### config.mk
export PLATFORM = sky130hd
export DESIGN_NAME = game_tick_scheduler
export DESIGN_NICKNAME = d
export VERILOG_FILES = /design/src/rtl/game_tick_scheduler.sv
export SDC_FILE = /design/constraint.sdc
export NUM_CORES = 1
export LEC_CHECK = 0
export CAP_MARGIN = 30
export CORE_UTILIZATION = 59
export DETAILED_ROUTE_END_ITERATION = 10
export PLACE_DENSITY = 0.82
export SYNTH_ARGS = -nofsm -noshare
export SYNTH_HDL_FRONTEND = slang
export SYNTH_SLANG_ARGS = --single-unit
export TNS_END_PERCENT = 5
### constraint.sdc
create_clock -name clk -period 6.2 [get_ports clk]
set_input_delay 1.55 -clock clk [delete_from_list [all_inputs] [get_ports clk]]
set_output_delay 1.55 -clock clk [all_outputs]
set_load 0.005 [all_outputs]
### src/rtl/game_tick_scheduler.sv
// game_tick_scheduler: derives the physics tick (game_tick[1], once per frame)
// and the decision/animation tick (game_tick[0], every `period` frames) from
// the video frame pulse. The game_tick[0] period shrinks with speed_level,
// which climbs every LEVEL_UP_TICKS decision ticks spent in RUN.
module game_tick_scheduler #(
  parameter int unsigned BASE_PERIOD    = 6,
  parameter int unsigned MIN_PERIOD     = 2,
  parameter int unsigned LEVEL_UP_TICKS = 64,
  parameter int unsigned MAX_LEVEL      = 4
) (
  input  logic       clk,
  input  logic       rst_n,
  input  logic       frame_pulse,
  input  logic       game_start_pulse,
  input  logic       game_over_pulse,
  output logic [1:0] game_tick,
  output logic [2:0] speed_level,
  output logic       running
);

  typedef enum logic [1:0] {
    ST_IDLE,
    ST_RUN,
    ST_FROZEN
  } state_t;

  localparam logic [3:0] BASE_P     = 4'(BASE_PERIOD);
  localparam logic [3:0] MIN_P      = 4'(MIN_PERIOD);
  localparam logic [3:0] SHRINK_MAX = 4'(BASE_PERIOD - MIN_PERIOD);
  localparam logic [7:0] LVL_LAST   = 8'(LEVEL_UP_TICKS - 1);
  localparam logic [2:0] LVL_MAX    = 3'(MAX_LEVEL);

  state_t     state;
  state_t     state_nxt;
  logic [3:0] frame_cnt;
  logic [3:0] frame_cnt_nxt;
  logic [7:0] lvl_cnt;
  logic [7:0] lvl_cnt_nxt;
  logic [2:0] speed_nxt;
  logic [3:0] period;
  logic [3:0] period_m1;
  logic       tick0;
  logic       tick1;

  // Current decision-tick period; the clamp is decided before subtracting so
  // the 4-bit difference can never wrap below MIN_PERIOD.
  always_comb begin
    period = BASE_P;
    if (state == ST_RUN) begin
      if ({1'b0, speed_level} >= SHRINK_MAX) period = MIN_P;
      else                                    period = BASE_P - {1'b0, speed_level};
    end
    period_m1 = period - 4'd1;
  end

  // Next-state, counter and tick decode; ticks use the pre-transition state.
  always_comb begin
    // NOTE: every variable gets a default first so no path leaves one
    // unassigned, which would otherwise infer a latch.
    state_nxt     = state;
    frame_cnt_nxt = frame_cnt;
    lvl_cnt_nxt   = lvl_cnt;
    speed_nxt     = speed_level;

    // The >= compare fires straight away if a level-up shrank the period
    // below the count already reached.
    tick0 = frame_pulse && (frame_cnt >= period_m1);
    tick1 = frame_pulse && (state != ST_FROZEN);

    if (frame_pulse) frame_cnt_nxt = tick0 ? 4'd0 : frame_cnt + 4'd1;

    if (tick0 && (state == ST_RUN)) begin
      if (lvl_cnt == LVL_LAST) begin
        lvl_cnt_nxt = 8'd0;
        if (speed_level < LVL_MAX) speed_nxt = speed_level + 3'd1;
      end else begin
        lvl_cnt_nxt = lvl_cnt + 8'd1;
      end
    end

    unique case (state)
      ST_IDLE, ST_FROZEN: begin
        // A crash event in the same cycle cancels the start.
        if (game_start_pulse && !game_over_pulse) begin
          state_nxt     = ST_RUN;
          frame_cnt_nxt = 4'd0;
          lvl_cnt_nxt   = 8'd0;
          speed_nxt     = 3'd0;
        end
      end
      ST_RUN: begin
        if (game_over_pulse) state_nxt = ST_FROZEN;
      end
      default: state_nxt = ST_IDLE;
    endcase
  end

  // State, counters and registered outputs, with synchronous reset.
  always_ff @(posedge clk) begin
    // NOTE: registers use non-blocking assignments so every flop samples the
    // pre-edge values, regardless of statement order.
    if (!rst_n) begin
      state       <= ST_IDLE;
      frame_cnt   <= 4'd0;
      lvl_cnt     <= 8'd0;
      speed_level <= 3'd0;
      running     <= 1'b0;
      game_tick   <= 2'b00;
    end else begin
      state       <= state_nxt;
      frame_cnt   <= frame_cnt_nxt;
      lvl_cnt     <= lvl_cnt_nxt;
      speed_level <= speed_nxt;
      running     <= (state_nxt == ST_RUN);
      game_tick   <= {tick1, tick0};
    end
  end

endmodule
==> summary.md, run 1 <==
| Metric | Value |
|---|---|
| Cell Chain, Critical Path | clkdlybuf4s50_1, nand2_2, nor3_2, o21ai_0, a32o_1 |
| Number of synthesized flops with an enable pin | 0 |
| Status | completed |
| Met1 Resource Use GR | 0.3133 |
| Kind of critical path | input port to flop |
| Clk slew on worst S/H paths | 110 ps |
| CP Launch Point | frame_pulse |
| Post-synthesis sequential area ratio | 0.3509 |
| Gr usage total | 0.2347 |
| CTS buffer count | 3 |
| GRT Max-Usage Layer | met2 |
| Count leader, synth | dfxtp_1 |
| Minimum clock period | 3089 ps |
| Distinct cell type count after synthesis | 45 |
| Worst-Margin Slew | 612.4 ps |
| Clock root buffer | clkbuf_4 |
| Die width | 45.98 microns |
| Routed length per instance | 13.53 microns |
| WP data required | 6390 ps |
| Cells after Synth | 121 |
| Reg area | 400.4 sq um |
| CP max FO | 10 |
| Num Clock Sinks | 20 |
| Clock Skews | 5.626 ps |
| Crit share post-route | 0.4983 |
| Post-Syn Area | 1141 sq um |
| Commonest cells post-synth | dfxtp_1, ha_1, nor2_1 |
| Overflow after GRT | 0 |
| CORE AREA | 1764 sq um |
| Hold buffers post-CTS | 0 |
| Slowest-stage cell, CP | clkdlybuf4s50_1 |
| Crit path launch type | input port |
| Worst-case clock buffer depth | 2 |
| CP delay by family, top | buffers and inverters |
| Top post-synthesis cells by area | dfxtp_1, ha_1, mux2i_1 |
| First-pass GRT wire length | 3553 microns |
| Mean number of vias per cell | 5.696 |
| Iter 0 DRT Violations | 15 |
| CTS tree | built |
| Ports | 11 |
| Pleak | 0.4539 nW |
| CP Capture Type | flop |
| Max VDD drop | 120.9 uV |
| Site Rows | 15 |
| Synth Warn # | 0 |
| Critical path depth in cells | 5 |
| Final-report setup violation count | 0 |
| R2R setup slack | 3230 ps |
| Power Density | 167.7 nW/um^2 |
| Crit path DAT | 3280 ps |
| Synth area leader | dfxtp_1 |
| Min-delay src | state[0] |
| #FFs+latches synth | 20 |
| Detailed Routing Iterations Pass 1 | 4 |
| IO Port Bufs | 10 |
| Primary FF master, synth | dfxtp_1 |
| Post_cts resized | 0 |
| GR Layer Usage met2 | 0.3662 |
| Dpl ws | 2828 ps |
| Vias in the first global route | 820 |
| Post-DRT Antenna Nets | 0 |
| Post-CTS Setup Bufs | 0 |
| Share of cells above drive strength 1 | 0.1429 |
| R2R depth | 11 |
| CP Buf/Inv Count | 1 |
| Syn_nets | 136 |
| Cell depth of the worst hold path | 2 |
| Critical path's largest stage delay | 650 ps |
| R2R Path Start | speed_level[0] |
| Fin. Hold Viols | 0 |
| Max-cap violations | 0 |
| Synthesized area per cell | 9.431 sq um |
| Die ar. | 2114 sq um |
| GPL Wtd Cong | 0.8459 |
| Clk Latency, worst-skew pair | 290 ps |
| Initial Util | 0.6468 |
| Class of the worst hold path | flop to flop |
| Ant diodes | 0 |
| FMAX | 323.7 MHz |
| RSZ-0062 raised after global routing | false |
| GRT met3 Usage | 0.04365 |
| Area growth from synthesis to layout | 13.38% |
| Post-Route WL | 2137 microns |
| Setup TNS | 0 ps |
| Slew margin rel. | 0.5895 |
| Fillers | 156 |
| Max H-tree Level | 1 |
| Final worst slack | 3111 ps |
| Routed vias | 900 |
| Antenna violations before repair | 0 |
| Final core utilization | 0.7333 |
| Area of the multi-input gates | 701.9 sq um |
| Drt drc | 0 |
| Slew Limit Fails | 0 |
| Detailed placement HPWL | 1613 microns |
| DIE HEIGHT | 45.98 microns |
| Nets | 150 |
| Async SR Flop Fraction | 0 |
| Yosys top cell area share | 0.3509 |
| Largest net degree at the start of global routing | 15 |
[final cells by class]
cell class	instances	area share
Sequential cell	20	0.3095
Tap cell	25	0.02418
Multi-Input combinational cell	91	0.5426
Timing Repair Buffer	11	0.08317
Inverter	8	0.02321
Clock buffer	3	0.01741
[stage by stage]
stage          std cells  cell area [sq um]  total power, mW  hold WS (ps)
2_1_floorplan        121               1141           0.1511         471.3
6_report             158               1294           0.2170         531.9
4_1_cts              158               1294           0.2187         538.0
3_3_place_gp         155               1271           0.1586         497.3
5_1_grt              158               1294           0.2253         564.7
3_5_place_dp         155               1271           0.1591         520.0
[power breakdown]
group / switching (mW) / leakage, nW / total [mW] / internal, mW
sequential: 0.00180 / 0.162 / 0.132 / 0.131
clock: 0.0380 / 0.0138 / 0.0606 / 0.0226
combinational: 0.0121 / 0.278 / 0.0240 / 0.0120
[kinds of logic after synthesis]
| logic type | after synthesis | synth area share |
|---|---|---|
| fa+ha+maj | 10 | 0.1096 |
| buf+inv | 10 | 0.03398 |
| mux | 5 | 0.04496 |
| simple gates | 49 | 0.2796 |
| compound gates | 24 | 0.1579 |
| flops | 20 | 0.3509 |
| xor+xnor | 3 | 0.02303 |
[path summary, 6_finish.rpt]
kind                                      to
worst max-delay path              lvl_cnt[3]
worst min-delay path            game_tick[1]
worst max register to register    lvl_cnt[3]
worst min register to register  game_tick[1]
[layer usage]
metal,part of all wire,up-vias,routed length (microns)
met3,0.040,4,85
met2,0.47,21,996
li1,-,458,-
met1,0.48,417,1027
met5,0,-,0
met4,0.013,0,27
[cell usage in the layout, fill, tap and decap left out, drive strengths merged, types with 2 or more instances in the layout]
cell type / synthesis / routed
mux2i: 4 / 4
nor3: 2 / 2
a21oi: 6 / 6
nand2b: 5 / 5
a31oi: 2 / 2
nor2: 10 / 10
nand2: 8 / 8
nand3b: 2 / 2
dfxtp: 20 / 20
nand3: 5 / 5
inv: 8 / 8
nor4: 2 / 2
nor3b: 2 / 2
ha: 10 / 10
o21ai: 6 / 6
clkdlybuf4s50: 0 / 10
nor2b: 2 / 2
o21a: 2 / 2
xnor2: 3 / 3
clkbuf: 2 / 3
or3: 3 / 3
and3: 3 / 3
a32o: 2 / 2
[flip-flops by register name, summed over array words and instances, names as in the netlist]
register,flops
state,2
running,1
frame_cnt,4
speed_level,3
game_tick,2
lvl_cnt,8
[tightest hold or removal path: stages, from the launching register on]
cell and delay (ps):
dfxtp_1 360, inv_1 80, a21oi_1 60
No activity file was read; power rests on OpenSTA's default activity.
==> run 2, diff against run 1 <==
--- a/config.mk
+++ b/config.mk
@@ -6,9 +6,9 @@
 export NUM_CORES = 1
 export LEC_CHECK = 0
 export CAP_MARGIN = 30
-export CORE_UTILIZATION = 59
+export CORE_UTILIZATION = 50
 export DETAILED_ROUTE_END_ITERATION = 10
-export PLACE_DENSITY = 0.82
+export PLACE_DENSITY = 0.74
 export SYNTH_ARGS = -nofsm -noshare
 export SYNTH_HDL_FRONTEND = slang
 export SYNTH_SLANG_ARGS = --single-unit
==> constraint.sdc (replaced) <==
create_clock -name clk -period 2.7 [get_ports clk]
set_input_delay 0.675 -clock clk [delete_from_list [all_inputs] [get_ports clk]]
set_output_delay 0.675 -clock clk [all_outputs]
set_load 0.005 [all_outputs]
==> summary.md, run 2 (synthesis gave the netlist of run 1 again) <==
| Metric | Value |
|---|---|
| Power Density | 380.0 nW/um^2 |
| Reg area | 407.9 sq um |
| Max-cap violations | 0 |
| CORE AREA | 2062 sq um |
| Max Used Layer | met4 |
| Clock root buffer | clkbuf_4 |
| Overflow after GRT | 0 |
| Post-route cell area | 1414 sq um |
| Fillers | 166 |
| Crit share post-route | 0.9688 |
| Mean number of vias per cell | 5.363 |
| Hold buffers post-CTS | 0 |
| CTS buffer count | 3 |
| Site Rows | 16 |
| Placed Area | 1356 sq um |
| Num Clock Sinks | 20 |
| Class of the worst hold path | flop to flop |
| Initial Util | 0.5534 |
| Worst-case clock buffer depth | 2 |
| Slew margin rel. | 0.6501 |
| CP max FO | 8 |
| WHS | 516.3 ps |
| Crit path launch type | flop |
| Clock power frac | 0.326 |
| RSZ-0062 raised after global routing | true |
| Internal | 411.7 uW |
| Total Power | 537.3 uW |
| Clk slew on worst S/H paths | 110 ps |
| Die ar. | 2477 sq um |
| Gr usage total | 0.2027 |
| Fin. Hold Viols | 0 |
| Vias in the first global route | 933 |
| Post-CTS Setup Bufs | 0 |
| Switching share of total power | 0.2338 |
| Minimum clock period | 2616 ps |
| Routed wl met3 | 82 microns |
| Status | completed |
| Share of cells above drive strength 1 | 0.2778 |
| DIE HEIGHT | 49.77 microns |
| Kind of critical path | flop to flop |
| Ports | 11 |
| FMAX | 382.3 MHz |
| WP data required | 2900 ps |
| Die width | 49.77 microns |
| CTS tree | built |
| Share of power burned in combinational logic | 0.111 |
| Wl on met1 | 1047 microns |
| Slew Limit Fails | 0 |
| Crit path DAT | 2820 ps |
| Reg power frac | 0.563 |
| Clock Skews | 2.097 ps |
| Dpl cells | 167 |
| Top flop regs | lvl_cnt x8, frame_cnt x4, speed_level x3 |
| Pleak | 0.5149 nW |
| Routed vias | 917 |
| Drt drc | 0 |
| Most flop-heavy register | lvl_cnt |
| Routed length per instance | 12.79 microns |
| Max reg flops | 8 |
| IO Port Bufs | 10 |
| Clk Latency, worst-skew pair | 300 ps |
| Final worst slack | 84.11 ps |
| Dpl ws | -35.16 ps |
| Final-report setup violation count | 0 |
| Antenna violations before repair | 0 |
| Nets | 160 |
| Setup TNS | 0 ps |
| Largest net degree at the start of global routing | 15 |
| Final core utilization | 0.6857 |
| Worst-Margin Slew | 522.0 ps |
| Area growth from synthesis to layout | 23.90% |
| Iter 0 DRT Violations | 8 |
| Ant diodes | 0 |
| Commonest non-fill, non-tap cell in the layout | dfxtp_1 |
| Met2 routed WL | 1040 microns |
| Detailed Routing Iterations Pass 1 | 4 |
| Post-DRT Antenna Nets | 0 |
| Most frequent cells in the layout | dfxtp_1, buf_4, clkdlybuf4s50_1, nor2_1, ha_1 |
| Max VDD drop | 282.5 uV |
| Post-Route WL | 2187 microns |
| Non-Filler Instances | 171 |
| Detailed placement HPWL | 1687 microns |
| Area of the multi-input gates | 723.2 sq um |
| Sw Pwr | 125.6 uW |
| GPL Wtd Cong | 0.8002 |
| Max H-tree Level | 1 |
| First-pass GRT wire length | 3822 microns |
| CP Capture Type | flop |
run 2: cell count changes in the layout (fill, tap and decap cells not counted), sizes merged:
cell / change
clkbuf: +1
buf: +10
run 2: area by class of cell:
class,count,area share
tap,27,0.02389
timing repair buffer,21,0.1292
multi-input combinational,91,0.5115
clock buffer,4,0.02566
inverter,8,0.02124
sequential,20,0.2885
run 2: path summary, 6_finish.rpt:
kind | startpoint | to | slack (ps) | cells past startpoint
max | state[0] | lvl_cnt[1] | 80 | 12
max reg2reg | state[0] | lvl_cnt[1] | 80 | 12
min reg2reg | frame_cnt[1] | frame_cnt[1] | 520 | 2
min | frame_cnt[1] | frame_cnt[1] | 520 | 2
run 2: metal layers:
metal	track usage	up-vias
met5	0	-
met4	0.05714	0
met1	0.2457	420
met2	0.3671	14
li1	-	481
met3	0.02778	2
run 2: critical path, cell delays in order (launching register included):
cell and delay, ps:
dfxtp_4 370, nor3b_1 130, buf_4 140, and2_4 150, ha_1 190, xnor2_1 130, ha_2 310, o21a_2 110
nor2_2 50, nor3_2 450, buf_4 230, mux2i_1 190, nor2_1 60
run 2: power by group through the flow:
stage	Combinational [mW]	Clock, mW	Sequential [mW]
after floorplan	0.0373	0	0.310
final	0.0598	0.175	0.303
after detailed placement	0.0595	0	0.310
after CTS	0.0597	0.182	0.303
after global placement	0.0582	0	0.310
after global routing	0.0654	0.196	0.303
run 2: what timing repair did:
action / CTS / global route
pin swaps: 0 / 4
endpoints found under the setup margin: 1 / 9
gates resized for setup: 3 / 5
==> run 3, diff against run 2 <==
--- a/config.mk
+++ b/config.mk
@@ -6,9 +6,9 @@
 export NUM_CORES = 1
 export LEC_CHECK = 0
 export CAP_MARGIN = 30
-export CORE_UTILIZATION = 50
+export CORE_UTILIZATION = 59
 export DETAILED_ROUTE_END_ITERATION = 10
-export PLACE_DENSITY = 0.74
+export PLACE_DENSITY = 0.82
 export SYNTH_ARGS = -nofsm -noshare
 export SYNTH_HDL_FRONTEND = slang
 export SYNTH_SLANG_ARGS = --single-unit
==> constraint.sdc (replaced) <==
create_clock -name clk -period 3.3 [get_ports clk]
set_input_delay 0.825 -clock clk [delete_from_list [all_inputs] [get_ports clk]]
set_output_delay 0.825 -clock clk [all_outputs]
set_load 0.005 [all_outputs]
==> summary.md, run 3 (synthesis gave the netlist of run 1 again) <==
| Metric | Value |
|---|---|
| Commonest non-fill, non-tap cell in the layout | dfxtp_1 |
| Kind of critical path | flop to flop |
| Switching share of total power | 0.2380 |
| Minimum clock period | 2937 ps |
| IO Port Bufs | 10 |
| Crit path DAT | 3180 ps |
| WP data required | 3540 ps |
| Area growth from synthesis to layout | 13.38% |
| Share of cells above drive strength 1 | 0.1429 |
| Hold buffers post-CTS | 0 |
| Sw Pwr | 96.92 uW |
| Gr usage total | 0.2579 |
| Vias in the first global route | 952 |
| Final-report setup violation count | 0 |
| Pleak | 0.4539 nW |
| CP max FO | 6 |
| Iter 0 DRT Violations | 18 |
| Crit path launch type | flop |
| Ant diodes | 0 |
| Internal | 310.3 uW |
| GPL Wtd Cong | 0.8574 |
| Overflow after GRT | 0 |
| RSZ-0062 raised after global routing | false |
| Fin. Hold Viols | 0 |
| Die ar. | 2114 sq um |
| Slew margin rel. | 0.5992 |
| Max VDD drop | 287.7 uV |
| Post_cts resized | 0 |
| Max H-tree Level | 1 |
| CTS buffer count | 3 |
| Routed length per instance | 14.05 microns |
| Die width | 45.98 microns |
| Largest net degree at the start of global routing | 15 |
| Post-DRT Antenna Nets | 0 |
| Share of power burned in combinational logic | 0.114 |
| Class of the worst hold path | flop to flop |
| Clock power frac | 0.276 |
| Reg power frac | 0.610 |
| Dpl ws | 389.1 ps |
| Clock root buffer | clkbuf_4 |
| Clock Skews | 3.585 ps |
| Num Clock Sinks | 20 |
| Crit share post-route | 0.8901 |
| Nets | 150 |
| CP Capture Type | flop |
| Top flop regs | lvl_cnt x8, frame_cnt x4, speed_level x3 |
| Max reg flops | 8 |
| Detailed placement HPWL | 1712 microns |
| Site Rows | 15 |
| Mean number of vias per cell | 5.778 |
| Slew Limit Fails | 0 |
| Worst-Margin Slew | 597.9 ps |
| Max-cap violations | 0 |
| Clk Latency, worst-skew pair | 300 ps |
| Ports | 11 |
| Routed vias | 913 |
| CORE AREA | 1764 sq um |
| Most frequent cells in the layout | dfxtp_1, ha_1, clkdlybuf4s50_1, nor2_1, inv_1 |
| FMAX | 340.5 MHz |
| Post-Route WL | 2220 microns |
| Status | completed |
| First-pass GRT wire length | 3884 microns |
| Clk slew on worst S/H paths | 100 ps |
| Setup TNS | 0 ps |
| Final worst slack | 362.8 ps |
| Detailed Routing Iterations Pass 1 | 4 |
| Antenna violations before repair | 0 |
| Drt drc | 0 |
| CTS tree | built |
| Post-CTS Setup Bufs | 0 |
| Worst-case clock buffer depth | 2 |
| DIE HEIGHT | 45.98 microns |
| Initial Util | 0.6468 |
| Most flop-heavy register | lvl_cnt |
| Power Density | 314.7 nW/um^2 |
## run 3: final timing paths
kind | cells past startpoint | start | to | slack (ps)
hold / removal | 2 | frame_cnt[1] | frame_cnt[1] | 520
hold reg to reg | 2 | frame_cnt[1] | frame_cnt[1] | 520
setup / recovery | 10 | state[0] | lvl_cnt[7] | 360
setup reg to reg | 10 | state[0] | lvl_cnt[7] | 360
## run 3: per-stage QoR
| stage | utilization | instance area, sq um | power (mW) | hold slack, ps | cells |
|---|---|---|---|---|---|
| 2_1_floorplan | - | 1141 | 0.2838 | 471.3 | 121 |
| 3_3_place_gp | 0.7206 | 1271 | 0.2977 | 496.7 | 155 |
| 3_5_place_dp | 0.7206 | 1271 | 0.2996 | 514.8 | 155 |
| 4_1_cts | 0.7333 | 1294 | 0.4090 | 530.1 | 158 |
| 5_1_grt | 0.7333 | 1294 | 0.4231 | 571.6 | 158 |
| 6_report | 0.7333 | 1294 | 0.4072 | 523.7 | 158 |
## run 3: area by class of cell
type,instances,area (sq um)
clock buffer,3,22.52
tap,25,31.28
inverter,8,30.03
timing repair buffer,11,107.6
fill,163,470.5
multi-input combinational,91,701.9
sequential,20,400.4
## run 3: power groups by stage
stage	Clock, mW	Combinational, mW	Sequential [mW]
global route	0.124	0.0503	0.249
global placement	0	0.0441	0.254
detailed placement	0	0.0456	0.254
floorplan	0	0.0305	0.253
finish	0.112	0.0465	0.248
CTS	0.114	0.0461	0.248
## run 3: critical path, stage by stage, from the launching register on
cell and delay, ps:
dfxtp_1 410, nor3b_1 390, nand2_1 170, ha_1 220, xnor2_1 170, ha_1 260, o21a_2 170, nor2_2 60
or3_4 380, or4_4 520, a21oi_2 130
## run 3: per-layer routing
layer | global-route usage | vias up | wire length (microns)
met5 | 0 | - | 0
met4 | 0.06471 | 0 | 24
met3 | 0.08730 | 4 | 94
met2 | 0.4704 | 19 | 1079
met1 | 0.2806 | 432 | 1021
li1 | - | 458 | -
